--- config.mk ---
export PLATFORM = sky130hd
export DESIGN_NAME = mux2_arbiter
export DESIGN_NICKNAME = d
export VERILOG_FILES = /design/src/rtl/mux2_arb_pkg.sv /design/src/rtl/mux2_wide.sv /design/src/rtl/mux2_arbiter.sv
export SDC_FILE = /design/constraint.sdc
export NUM_CORES = 1
export LEC_CHECK = 0
export CELL_PAD_IN_SITES_DETAIL_PLACEMENT = 1
export CELL_PAD_IN_SITES_GLOBAL_PLACEMENT = 1
export CORE_ASPECT_RATIO = 0.6
export CORE_MARGIN = 1
export CORE_UTILIZATION = 33
export CTS_CLUSTER_DIAMETER = 150
export DETAILED_ROUTE_END_ITERATION = 12
export HOLD_SLACK_MARGIN = 0.06
export PLACE_DENSITY_LB_ADDON = 0.1
export SYNTH_ARGS = -nofsm -noshare
export SYNTH_HDL_FRONTEND = slang
export SYNTH_SLANG_ARGS = --single-unit
--- constraint.sdc ---
create_clock -name clk -period 2.32 [get_ports clk]
set_clock_uncertainty 0.2 [all_clocks]
set_input_delay 0.464 -clock clk [delete_from_list [all_inputs] [get_ports clk]]
set_output_delay 0.464 -clock clk [all_outputs]
set_load 0.005 [all_outputs]
--- src/rtl/mux2_arb_pkg.sv ---
// mux2_arb_pkg: shared types and constants for the 2:1 mux arbiter.
//   state_t : arbiter FSM encoding (IDLE, GRANT0, GRANT1)
//   CNT_W   : width of the per-grant beat counter
package mux2_arb_pkg;

  typedef enum logic [1:0] {
    IDLE   = 2'b00,
    GRANT0 = 2'b01,
    GRANT1 = 2'b10
  } state_t;

  localparam int CNT_W = 8;

endpackage

--- src/rtl/mux2_wide.sv ---
// mux2_wide: combinational WIDTH-bit 2:1 multiplexer.
//   D0, D1 : data inputs
//   S      : select (0 -> D0, 1 -> D1)
//   Y      : selected data
module mux2_wide #(
  parameter int WIDTH = 8
) (
  input  logic [WIDTH-1:0] D0,
  input  logic [WIDTH-1:0] D1,
  input  logic             S,
  output logic [WIDTH-1:0] Y
);

  assign Y = S ? D1 : D0;

endmodule

--- src/rtl/mux2_arbiter.sv ---
// mux2_arbiter: round-robin, burst-oriented arbiter sharing one registered
// WIDTH-bit output channel between two requesters.
//   clk, rst_n          : clock, asynchronous active-low reset
//   REQ0/D0/LAST0/ACK0  : requester 0 handshake, data, end-of-burst, accept
//   REQ1/D1/LAST1/ACK1  : requester 1 handshake, data, end-of-burst, accept
//   S                   : registered mux select (0 = D0, 1 = D1)
//   Y, Y_VALID, Y_READY : registered output beat with valid/ready handshake
//   BUSY                : a grant is active
module mux2_arbiter
  import mux2_arb_pkg::*;
#(
  parameter int WIDTH     = 8,
  parameter int MAX_BURST = 4
) (
  input  logic             clk,
  input  logic             rst_n,
  input  logic             REQ0,
  input  logic [WIDTH-1:0] D0,
  input  logic             LAST0,
  output logic             ACK0,
  input  logic             REQ1,
  input  logic [WIDTH-1:0] D1,
  input  logic             LAST1,
  output logic             ACK1,
  output logic             S,
  output logic [WIDTH-1:0] Y,
  output logic             Y_VALID,
  input  logic             Y_READY,
  output logic             BUSY
);

  localparam logic [CNT_W-1:0] MAX_B = CNT_W'(MAX_BURST);
  localparam logic [CNT_W-1:0] ONE   = CNT_W'(1);

  state_t           state_q;
  logic             prio_q;
  logic [CNT_W-1:0] cnt_q;
  logic             s_q;
  logic [WIDTH-1:0] y_q;
  logic             y_valid_q;

  logic             can_accept;
  logic             beat;
  logic             own_req;
  logic             own_last;
  logic             oth_req;
  logic             rel;
  logic [CNT_W-1:0] cnt_inc;
  logic [WIDTH-1:0] mux_y;

  // s_q already points at the granted requester while in GRANTx, so the
  // mux output is the beat to capture.
  mux2_wide #(.WIDTH(WIDTH)) u_mux (
    .D0 (D0),
    .D1 (D1),
    .S  (s_q),
    .Y  (mux_y)
  );

  assign can_accept = !y_valid_q || Y_READY;
  assign ACK0       = (state_q == GRANT0) && REQ0 && can_accept;
  assign ACK1       = (state_q == GRANT1) && REQ1 && can_accept;
  assign beat       = ACK0 || ACK1;

  assign own_req  = (state_q == GRANT1) ? REQ1  : REQ0;
  assign own_last = (state_q == GRANT1) ? LAST1 : LAST0;
  assign oth_req  = (state_q == GRANT1) ? REQ0  : REQ1;
  assign cnt_inc  = cnt_q + ONE;

  // Release on abandon, on a LAST beat, or on the MAX_BURST-th beat.
  assign rel = (state_q == GRANT0 || state_q == GRANT1) &&
               (!own_req || (beat && (own_last || cnt_inc == MAX_B)));

  always_ff @(posedge clk or negedge rst_n) begin
    if (!rst_n) begin
      state_q   <= IDLE;
      prio_q    <= 1'b0;
      cnt_q     <= '0;
      s_q       <= 1'b0;
      y_q       <= '0;
      y_valid_q <= 1'b0;
    end else begin
      // Output register: load on a beat, drain when the consumer takes it,
      // otherwise hold (backpressure).
      if (beat) begin
        y_q       <= mux_y;
        y_valid_q <= 1'b1;
      end else if (Y_READY) begin
        y_valid_q <= 1'b0;
      end

      case (state_q)
        IDLE: begin
          if (REQ0 && (!REQ1 || !prio_q)) begin
            state_q <= GRANT0;
            s_q     <= 1'b0;
          end else if (REQ1) begin
            state_q <= GRANT1;
            s_q     <= 1'b1;
          end
        end
        GRANT0, GRANT1: begin
          if (rel) begin
            prio_q <= (state_q == GRANT0);
            cnt_q  <= '0;
            // Direct handover to a pending partner; otherwise go idle, so a
            // repeat grant to the same requester costs one bubble.
            if (oth_req) begin
              state_q <= (state_q == GRANT0) ? GRANT1 : GRANT0;
              s_q     <= (state_q == GRANT0);
            end else begin
              state_q <= IDLE;
            end
          end else if (beat) begin
            cnt_q <= cnt_inc;
          end
        end
        default: state_q <= IDLE;
      endcase
    end
  end

  assign S       = s_q;
  assign Y       = y_q;
  assign Y_VALID = y_valid_q;
  assign BUSY    = (state_q != IDLE);

endmodule

## Word level (Yosys, flattened, before mapping)

Index checks and enable logic that the tools add are counted.

- Add/sub/neg operators: 1
- Equality and inequality tests: 6
- Mux-type cells: 19
- Reduce and logical (&&, ||, !) cells: 27

Operator list:

| cell | count |
|---|---|
| $mux W8 | 3 |
| $mux W2 | 5 |
| $mux W1 | 9 |
| $add A8 B1 Y8 const B | 1 |
| $eq A8 B3 Y1 const B | 1 |
| $reduce_bool A2 Y1 | 4 |
| $logic_and A1 B1 Y1 | 7 |
| $logic_or A1 B1 Y1 | 6 |
| $reduce_and A2 Y1 | 3 |
| $logic_not A1 Y1 | 4 |
| $ne A2 B2 Y1 const B | 2 |
| $pmux W2 S2 | 1 |
| $reduce_and A4 Y1 | 1 |
| $ne A3 B3 Y1 const B | 1 |
| $eq A2 B1 Y1 const B | 1 |
| $eq A2 B2 Y1 const B | 1 |
| $logic_not A2 Y1 | 1 |
| $pmux W1 S2 | 1 |
| $reduce_or A2 Y1 | 1 |

- Flip-flop bits (word level): 21
- Input bits: 23
- Output and inout port bits: 13

## Depth between registers and ports, before layout

Gate-level depths: netlist of the first run.

- Depth in word-level cells: 9
- Gate-level depth with buffers: 9
- Mapped depth without buffers: 7

## Cells and area by module

From an unflattened synthesis of the first run, not the netlist that was laid out.

- Cell total of the unflattened synthesis: 122
- Area, all modules: 1336.3 µm²

By module, submodules not included:

| module | instances | cells each | area each (µm²) | sequential area each (µm²) |
|---|---|---|---|---|
| mux2_arbiter | 1 | 113 | 1204.9 | 525.5 |
| mux2_wide | 1 | 9 | 131.4 | 0.0 |

## Least setup slack after synthesis of the first run

No wires, ideal clock.

- Path type: register to register
- Start point: register state_q[0]
- End point: register state_q[0]
- Setup time: 125 ps
- Data arrival time: 2002 ps
- Required time: 1995 ps
- Path slack: -8 ps
- Cell stages (with the launch flop): 9
- Clock period less this slack: 2328 ps
- Path through: dfrtp_1 -> inv_1 -> ha_1 -> buf_2 -> and3b_1 -> or2_2 -> o31a_1 -> o2bb2ai_2 -> mux2_4

- Cells in the longest elaborated chain, start to end: 9
- Elaborated cells between the ends (all ways): 25
- Those cells by class: 4 x eq/ne; 7 x mux; 14 x reduce/logical

Ends and longest elaborated chain:

| what | RTL line | text |
|---|---|---|
| start: declaration | mux2_arbiter.sv:35 | `state_t state_q;` |
| start signal: assignment | mux2_arbiter.sv:109 | `state_q <= (state_q == GRANT0) ? GRANT1 : GRANT0;` |
| $eq A2 B1 Y1 or $eq A2 B2 Y1 (tied branches) | -- |  |
| $logic_and A1 B1 Y1 (on tied branches) (2 in a row) | mux2_arbiter.sv:61, mux2_arbiter.sv:62 |  |
| $logic_or A1 B1 Y1 | mux2_arbiter.sv:63 | `assign beat = ACK0 \|\| ACK1;` |
| $logic_and A1 B1 Y1 | mux2_arbiter.sv:72 | `(!own_req \|\| (beat && (own_last \|\| cnt_inc == MAX_B)));` |
| $logic_or A1 B1 Y1 | mux2_arbiter.sv:72 |  |
| $logic_and A1 B1 Y1 | mux2_arbiter.sv:71 | `assign rel = (state_q == GRANT0 \|\| state_q == GRANT1) &&` |
| $ne A2 B2 Y1 (no source line) | -- |  |
| $reduce_and A2 Y1 (no source line) | -- |  |

Parallel ways exist; a longest one is shown, timed or not. The select of a mux whose other input is x is not followed.
A chain may end at the register's enable or synchronous reset.

## Worst setup path after layout of the first run

- Start point: input port LAST1
- End point: register state_q[1]

- Cells in the longest elaborated chain, start to end: 7

Ends and longest elaborated chain:

| what | RTL line | text |
|---|---|---|
| start: declaration | mux2_arbiter.sv:23 | `input logic LAST1,` |
| $mux W1 | mux2_arbiter.sv:66 | `assign own_last = (state_q == GRANT1) ? LAST1 : LAST0;` |
| $logic_or A1 B1 Y1 | mux2_arbiter.sv:72 |  |
| $logic_and A1 B1 Y1 | mux2_arbiter.sv:72 |  |
| $logic_or A1 B1 Y1 | mux2_arbiter.sv:72 |  |
| $logic_and A1 B1 Y1 | mux2_arbiter.sv:71 |  |
| $ne A2 B2 Y1 (no source line) | -- |  |
| $reduce_and A2 Y1 (no source line) | -- |  |

Every way passes these cells.

==> results of run 1 <==
==> stage by stage <==
step                utilization, %  setup slack, ps
finish                       50.36            63.37
global route                 50.36           -4.048
CTS                          50.06            31.65
detailed placement           48.85           -276.8
global placement             48.85           -217.0
floorplan                        -            15.36
==> cell families (layout without fill, tap and decap cells) <==
kind of cell | after synthesis | after routing | share of synthesized area, %
simple gates | 60 | 60 | 22.70
mux | 12 | 12 | 9.044
buf+inv | 15 | 73 | 4.261
xor+xnor | 1 | 1 | 1.131
flops | 21 | 21 | 36.52
compound gates | 41 | 41 | 21.13
fa+ha+maj | 6 | 6 | 5.217
==> path summary, 6_finish.rpt <==
path                                         from                      to  slack [ps]
setup / recovery                            LAST1  state_q[1]$_DFFE_PN0P_          60
hold / removal                              rst_n           S$_DFFE_PN0P_         330
setup reg to reg           state_q[0]$_DFFE_PN0P_  state_q[1]$_DFFE_PN0P_         130
hold reg to reg                  Y[1]$_DFFE_PN0P_        Y[1]$_DFFE_PN0P_         330
max in group asynchronous                   rst_n  state_q[1]$_DFFE_PN0P_        1360
min in group clk                 Y[1]$_DFFE_PN0P_        Y[1]$_DFFE_PN0P_         330
==> state kept, by name, indices dropped and copies added, names as in the netlist <==
signal	cells
Y	8
cnt_q	8
Y_VALID	1
S	1
state_q	2
prio_q	1
==> routing by layer <==
metal | vias to the layer above | GRT usage, %
met5 | - | 0
met1 | 674 | 29.04
li1 | 682 | -
met4 | 0 | 3.825
met3 | 6 | 5.148
met2 | 36 | 31.38
==> layout by cell type (no fill, tap or decap), types with 2 or more instances in the layout <==
cell type and n:
a21oi_1 12, buf_4 26, clkbuf_8 3, clkdlybuf4s50_1 32, dfrtp_1 21, dlygate4sd2_1 3, ha_1 4, ha_2 2
inv_1 8, mux2_4 2, mux2i_1 10, nand2_1 15, nand2b_1 4, nand3_1 11, nor2_1 15, nor3_1 2
o21ai_0 6, o22ai_1 4, o31ai_1 2
==> worst max-delay path: stages <==
cell             delay (ps)
clkdlybuf4s50_1         500
and3b_2                 220
or2_4                   250
o31a_1                  250
o2bb2ai_2               210
mux2_4                  310
==> power groups by stage <==
stage               sequential [mW]  combinational (mW)  clock (mW)
global route                  0.611                1.53       0.286
floorplan                     0.603               0.725           0
detailed placement            0.603                1.37           0
CTS                           0.595                1.38       0.272
global placement              0.587                1.32           0
finish                        0.588                1.40       0.263
==> area by class of cell <==
cell class	count	area [um2]	share of cell area [%]
Inverter	8	30.03	1.439
Tap cell	60	75.07	3.597
Sequential cell	21	525.5	25.18
Clock buffer	3	41.29	1.978
Timing Repair Buffer	61	541.8	25.96
Multi-Input combinational cell	120	865.8	41.49
Clock inverter	1	7.507	0.3597
==> repair_timing <==
action	4_1_cts	5_1_grt
pin swaps	0	0
gates resized for setup	5	1
setup endpoints to repair	2	4
buffers inserted	0	1
==> reports/results.txt, run 1 <==
IO Port Bufs = 35
Die Wd = 87.25 um
Final Cycle Share = 97.27%
Largest net degree at the start of global routing = 22
Power Density = 1077 nW/um2
Net Sw Power = 0.9088 mW
Die area = 4637 um2
Endpoint class of the critical path = flop
Share of the synthesized area in the top cell type = 36.52%
CP required = 2280 ps
Ant. Diodes = 0
Core outline area = 4144 um2
Post-Syn Area per Cell = 9.224 um2
Syn nets = 185
Vias per cell = 5.102
CTS tree = done
Cell variety after synth = 47
Int Power = 1.338 mW
Worst hold path class = in2async
Max-Slew Margin vs Limit = 65.70%
Num ports = 36
Post-synth top flop = dfrtp_1
Antenna-violating nets left = 0
Max frequency = 443.1 MHz
LEAKAGE = 0.8946 nW
Die height = 53.15 um
Setup TNS = 0 ps
Routed WL = 4.390 mm
Max Slew Vio Count = 0
Longest Clk Path Bufs = 2
1st-pass router iterations = 4
Root Buffer = clkbuf_8
Post-synth top area cell = dfrtp_1
Routed length on met3 = 192 um
Final min period = 2257 ps
DR WL/cell = 16.02 um
Final #Nets = 244
RePlAce Congestion = 0.8170
Layout cells sized above 1 = 21.96%
Type of the worst setup path = in2reg
FILL cells = 497
Synth top cells by count = 21 x dfrtp_1, 15 x nand2_1, 15 x nor2_1
Worst VDD drop = 0.4247 mV
Area grow syn2layout = 45.04%
Placed cell area = 2024 um2
Worst setup SP type = input port
Hold Buf Count CTS = 0
Logic pwr share = 62.1%
R2R cell count = 7
Final setup fails = 0
Minimum hold slack = 334.0 ps
Num CTS Buffers = 3
Sw Share = 40.45%
Finished Layout Cells = 274
# rows = 18
Worst-path clk slew = 90 ps
Syn Inst Count = 156
HPWL Detailed = 3.556 mm
Via count = 1398
Placed cells = 269
Least-Margin Pin Slew = 510.6 ps
Clock Latency Late Sink = 270 ps
Total Power = 2.247 mW
Starting Density = 34.72%
Arr. time, crit path = 2220 ps
Run status = complete, no violations
Met2 Wirelength = 1.870 mm
Initial antenna violation count = 0
Power share of the clock group = 11.7%
Count leader, synth = dfrtp_1
GR Overflow Total = 0
Htree depth = 1
Initial DRC Count = 43
Max cap viols = 0
Mapped cell area = 1439 um2
Register area share after synthesis = 36.52%
Vias in the first global route = 1379
Ys Warns = 0
FFs w/ async S/R, synth = 100.0%
First-pass GRT wire length = 6.955 mm
Largest cells by area after synthesis = dfrtp_1 37%, mux2i_1 7.0%, ha_1 5.2%, a21oi_1 4.2%, nand2_1 3.9%
Sink Count = 21
Tot GR Track Use = 20.42%
Met1 wire length = 2.272 mm
DR top layer = met4
Hold Violations, Final = 0
DRC violations left = 0
Post-synth EDFFs = 0
Sequential power share = 26.2%
Largest fanout on the critical path = 2
Register bit total from synthesis = 21
Final instance area = 2087 um2
Power figures use the tool's default switching activity.
==> run 2, diff against run 1 <==
--- a/config.mk
+++ b/config.mk
@@ -5,6 +5,7 @@
 export SDC_FILE = /design/constraint.sdc
 export NUM_CORES = 1
 export LEC_CHECK = 0
+export ABC_AREA = 1
 export CELL_PAD_IN_SITES_DETAIL_PLACEMENT = 1
 export CELL_PAD_IN_SITES_GLOBAL_PLACEMENT = 1
 export CORE_ASPECT_RATIO = 0.6
==> constraint.sdc (replaced) <==
create_clock -name clk -period 2.25 [get_ports clk]
set_clock_uncertainty 0.2 [all_clocks]
set_input_delay 0.45 -clock clk [delete_from_list [all_inputs] [get_ports clk]]
set_output_delay 0.45 -clock clk [all_outputs]
set_load 0.005 [all_outputs]
==> reports/results.txt, run 2 <==
Final min period = 2140 ps
Max Slew Vio Count = 0
Type of the worst setup path = reg2out
DR WL/cell = 13.93 um
Register area share after synthesis = 40.86%
Synth top cells by count = 57 x nand2_1, 26 x inv_1, 22 x o21ai_0
1st-pass router iterations = 4
RePlAce Congestion = 0.8473
CP max stage cell = clkdlybuf4s50_1
Count leader, synth = nand2_1
Longest Clk Path Bufs = 2
Endpoint class of the critical path = primary output
Finished Layout Cells = 273
Sink Count = 21
Max cap viols = 0
Post-synth EDFFs = 0
Cells along the critical path = inv_1 -> ha_2 -> inv_2 -> clkdlybuf4s50_1
Die height = 50.36 um
Commonest non-fill, non-tap cells in the layout = 56 x nand2_1, 33 x clkdlybuf4s50_1, 25 x inv_1, 22 x o21ai_0, 20 x dfrtp_1
CP delay by family, top = buffers and inverters
R2R cell count = 10
Worst hold path class = reg2reg
Htree depth = 1
GR Overflow Total = 0
Least-Margin Pin Slew = 325.5 ps
Die area = 4160 um2
Share of the synthesized area in the top cell type = 40.86%
Final Cycle Share = 95.11%
Initial DRC Count = 31
Clock Latency Late Sink = 260 ps
Routed WL = 3.802 mm
Antenna-violating nets left = 0
Die Wd = 82.60 um
Mapped cell area = 1286 um2
Run status = complete, no violations
Power Density = 1052 nW/um2
Syn Inst Count = 175
Cell variety after synth = 21
Hold Violations, Final = 0
Critical path's largest stage delay = 500 ps
Tot GR Track Use = 20.59%
Commonest non-fill, non-tap cell in the layout = nand2_1
Layout cells sized above 1 = 15.49%
DRC violations left = 0
Syn nets = 204
Number of buffers and inverters on the critical path = 3
LEAKAGE = 0.8886 nW
Largest net degree at the start of global routing = 22
Ys Warns = 0
Register bit total from synthesis = 21
Crit path depth = 4
Vias per cell = 4.751
# rows = 17
Largest cells by area after synthesis = dfrtp_1 41%, nand2_1 17%, o21ai_0 8.6%, inv_1 7.6%, ha_1 5.8%
Root Buffer = clkbuf_8
Ant. Diodes = 0
Arr. time, crit path = 1490 ps
Max frequency = 467.3 MHz
Hold Buf Count CTS = 0
Minimum hold slack = 294.6 ps
Num ports = 36
Worst VDD drop = 0.5522 mV
Post-Syn Area per Cell = 7.350 um2
Largest fanout on the critical path = 4
Worst-path clk slew = 80 ps
Area grow syn2layout = 44.84%
Final setup fails = 0
Initial antenna violation count = 0
Max-Slew Margin vs Limit = 78.28%
Num CTS Buffers = 3
Post-synth top area cell = dfrtp_1
FFs w/ async S/R, synth = 100.0%
Via count = 1297
Worst setup SP type = flop
Starting Density = 34.75%
Core outline area = 3701 um2
Final #Nets = 256
CTS tree = done
Placed cells = 266
Dpl ws = -107.5 ps
First-pass GRT wire length = 6.354 mm
Final Core Density = 50.34%
HPWL Detailed = 2.960 mm
Hold Path Depth = 2
Setup ws final = 109.9 ps
CP required = 1600 ps
Post-synth top flop = dfrtp_1
IO Port Bufs = 35
FILL cells = 463
Vias in the first global route = 1336
==> run 2: changes by cell type in the layout (fill, tap and decap cells not counted), sizes merged, moves of 3 or more <==
cell / delta
nand2: +47
buf: -10
a21oi: -10
mux2i: -10
nand3: -3
o22ai: -3
o21ai: +19
nor2: -7
nand2b: -4
inv: +18
a22o: +4
==> run 2: final cells by class <==
cell class | count | area [um2] | share of cell area, %
clock buffers | 4 | 45.04 | 2.418
inverters | 26 | 97.59 | 5.238
multi-input cells | 124 | 666.9 | 35.80
flip-flops and latches | 21 | 526.8 | 28.27
well taps | 47 | 58.81 | 3.156
repair buffers | 51 | 467.9 | 25.12
==> run 2: metal layers <==
| layer | part of all wire [%] | track usage [%] | vias up |
|---|---|---|---|
| li1 | - | - | 655 |
| met5 | 0 | 0 | - |
| met2 | 47 | 33.06 | 22 |
| met4 | 0.55 | 3.448 | 0 |
| met1 | 48 | 28.14 | 618 |
| met3 | 4.2 | 5.273 | 2 |
==> run 2: final timing paths <==
check	slack [ps]	start	endpoint
max	110	state_q[0]$_DFFE_PN0P_	BUSY
min	290	Y[5]$_DFFE_PN0P_	Y[5]$_DFFE_PN0P_
max reg2reg	160	cnt_q[1]$_DFFE_PN0P_	cnt_q[1]$_DFFE_PN0P_
min reg2reg	290	Y[5]$_DFFE_PN0P_	Y[5]$_DFFE_PN0P_
max in group asynchronous	1260	rst_n	cnt_q[1]$_DFFE_PN0P_
min in group asynchronous	340	rst_n	Y[4]$_DFFE_PN0P_
==> run 2: timing repair <==
action | 4_1_cts | 5_1_grt
gates resized for setup | 6 | 3
buffers inserted | 3 | 0
endpoints found under the setup margin | 3 | 12
==> run 2: metrics by stage <==
step	area, um2	setup TNS (ps)	power (mW)
floorplan	1286	0	1.145
global placement	1777	-232.3	1.598
detailed placement	1777	-767.3	1.651
CTS	1859	0	1.956
global route	1863	-7.455	2.150
finish	1863	0	1.959
==> run 2: worst min-delay path, cell delays in order, from the launching register on <==
cell and delay [ps]:
dfrtp_1 350, nand2_1 50, o21ai_0 60
==> run 2: logic make-up (layout without fill, tap and decap cells) <==
family	count (synthesis)	after routing	share of synthesized area, %
simple gates	81	81	27.24
compound gates	36	36	16.54
buf+inv	30	81	8.851
flops	21	21	40.86
fa+ha+maj	6	6	5.836
xor+xnor	1	1	0.6811
==> run 2: power by group <==
part	internal [mW]	switching [mW]	leakage, nW	total, mW
logic	0.540	0.582	0.594	1.12
clock network	0.126	0.122	0.0228	0.248
registers	0.506	0.0834	0.272	0.589
==> RTL change (flow settings as in run 2) <==
Change the package constant `CNT_W` from 8 to 12.
--- a/src/rtl/mux2_arb_pkg.sv
+++ b/src/rtl/mux2_arb_pkg.sv
@@ -9,7 +9,7 @@
     GRANT1 = 2'b10
   } state_t;
 
-  localparam int CNT_W = 8;
+  localparam int CNT_W = 12;
 
 endpackage
 
Check against the original RTL: no difference found for any inputs over 10 cycles, from zero or initial values and one cycle with rst_n low; that may be too few to reach the edited logic, so the function may still have changed.
==> RTL change against run 2 <==
Routed wire length increased by 21%. Via count increased by 20%. Count of clock-buffer cells in the layout decreased by 1. Combinational power increased by 19%. Design area increased by 25%. Register-to-register slack got worse by 0.09 ns. Synthesized area increased by 26%. Fmax decreased by 2.0%. Core utilization decreased by 0.14 points. Power increased by 16%. Sequential cell count increased by 4. Setup slack got worse by 0.044 ns. Die area increased by 25%.
==> RTL change: results (changes against run 2) <==
<table>
<tr><th>Metric</th><th>Value</th></tr>
<tr><th colspan="2">GRT</th></tr>
<tr><td>Global routing met2 resource utilization</td><td>25.71% (-7.3 points)</td></tr>
<tr><td>Largest net degree at the start of global routing</td><td>26 (+18%)</td></tr>
<tr><td>Wire length of the first global-routing pass</td><td>7424 um (+17%)</td></tr>
<tr><td>Number of global-route vias before repair</td><td>1511 (+13%)</td></tr>
<tr><td>All-Layer GR Usage</td><td>18.60% (-2.0 points)</td></tr>
<tr><td>Global routing met3 resource utilization</td><td>4.201% (-1.1 points)</td></tr>
<tr><th colspan="2">Synth</th></tr>
<tr><td>Mean area per synthesized cell</td><td>7.710 um2 (+4.9%)</td></tr>
<tr><td>Mapped Nets</td><td>239 (+17%)</td></tr>
<tr><td>Number of different library cells in the post-synthesis netlist</td><td>27 (+29%)</td></tr>
<tr><td>Sequential area share after synthesis</td><td>38.64% (-2.2 points)</td></tr>
<tr><td>Most instantiated cells after synthesis</td><td>nand2_1 (62), inv_1 (28), dfrtp_1 (25), o21ai_0 (21), nand3_1 (11)</td></tr>
<tr><th colspan="2">Cells and area</th></tr>
<tr><td>Total non-filler cell area in the finished layout</td><td>0.002327 mm2 (+25%)</td></tr>
<tr><td>Number of nets in the finished design</td><td>296 (+16%)</td></tr>
<tr><td>Share of final-layout standard cells stronger than drive strength 1</td><td>24.81% (+9.3 points)</td></tr>
<tr><th colspan="2">Power</th></tr>
<tr><td>Static Leak</td><td>0.001079 uW (+21%)</td></tr>
<tr><th colspan="2">Critical path</th></tr>
<tr><td>Critical Path Start</td><td>state_q[1]</td></tr>
<tr><td>Arrival time at the worst endpoint</td><td>2.16 ns (+0.67 ns)</td></tr>
<tr><td>CP max FO</td><td>5 (+1)</td></tr>
<tr><td>Slowest Stage Delay on Critical Path</td><td>0.40 ns (-0.10 ns)</td></tr>
<tr><th colspan="2">Routing</th></tr>
<tr><td>Routed vias</td><td>1555 (+20%)</td></tr>
<tr><td>Starting DRT DRC Count</td><td>40 (+29%)</td></tr>
<tr><th colspan="2">Status</th></tr>
<tr><td>Status</td><td>completed</td></tr>
<tr><th colspan="2">Timing</th></tr>
<tr><td>Max frequency</td><td>0.4578 GHz (-2.0%)</td></tr>
<tr><th colspan="2">Placement</th></tr>
<tr><td>Final weighted congestion in routability-driven placement</td><td>0.7611 (-10%)</td></tr>
<tr><td>Worst slack at placement</td><td>-0.1656 ns (-0.05808 ns)</td></tr>
</table>
RTL change: cell count changes after synthesis, moves of 3 or more:
| cell | before | now |
|---|---|---|
| nor2_4 | 0 | 3 |
| nand2_1 | 57 | 62 |
| dfrtp_1 | 21 | 25 |
| o31ai_1 | 2 | 5 |
| nand3_1 | 8 | 11 |
RTL change: timing repair:
| action | CTS | global route |
|---|---|---|
| buffers inserted | 4 | 1 |
| resized for setup | 8 | 19 |
| pin swaps | 0 | 3 |
| endpoints found under the setup margin | 4 | 19 |
| hold buffers | 0 | 0 |
| gates cloned | 0 | 0 |
RTL change: area by class of cell:
cell class	instances	share of cell area (%)
Tap cell	63	3.387
Clock inverter	1	0.3226
Inverter	28	4.516
Timing Repair Buffer	57	22.04
Clock buffer	3	1.774
Sequential cell	25	26.99
Multi-Input combinational cell	152	40.97
RTL change: per-layer routing:
layer | part of all wire [%] | vias to the layer above | wire length [um]
li1 | - | 791 | -
met3 | 3.5 | 4 | 163
met1 | 55 | 729 | 2538
met5 | 0 | - | 0
met2 | 40 | 31 | 1867
met4 | 0.98 | 0 | 45
RTL change: stage by stage:
stage               total power (uW)  hold WS (ns)  TNS (ns)
floorplan                       1320      -0.04559         0
global placement                1829        0.2673    -1.223
detailed placement              1852        0.2738    -1.713
CTS                             2225        0.2984         0
global route                    2464        0.3116   -0.1657
finish                          2275        0.2903         0
RTL change: how the worst min path moves through the flow:
stage,from,end,slack (ns),cells past startpoint
floorplan,rst_n,S,-0.05,0
global placement,Y[7],Y[7],0.27,2
detailed placement,Y[0],Y[0],0.27,2
CTS,Y[0],Y[0],0.30,2
global route,Y[4],Y[4],0.31,2
finish,Y[4],Y[4],0.29,2
RTL change: worst max-delay path: cells and delay by family (launching register included):
family | cells | cell delay [ns]
buffers and inverters | 4 | 0.62
flip-flops | 1 | 0.40
AO/OA/AOI/OAI | 2 | 0.39
AND/OR/NAND/NOR | 3 | 0.27
adder cells (fa/ha/maj) | 1 | 0.20
RTL change: logic make-up (layout without fill, tap and decap cells):
kind of cell | count (synthesis) | count (layout) | synth area share, %
adders and majority gates | 6 | 6 | 4.637
xor gates and xnor gates | 2 | 2 | 1.082
and+or+nand+nor | 103 | 103 | 30.76
buffers and inverters | 33 | 89 | 8.423
AOI/OAI and AO/OA | 41 | 41 | 16.46
DFF | 25 | 25 | 38.64
RTL change: power by group:
| group | total [uW] | leakage (uW) | switching [uW] | internal, uW |
|---|---|---|---|---|
| Sequential | 660 | 0.000326 | 81.3 | 579 |
| Combinational | 1330 | 0.000731 | 708 | 624 |
| Clock | 282 | 0.0000217 | 157 | 126 |
| Total | 2270 | 0.00108 | 946 | 1330 |
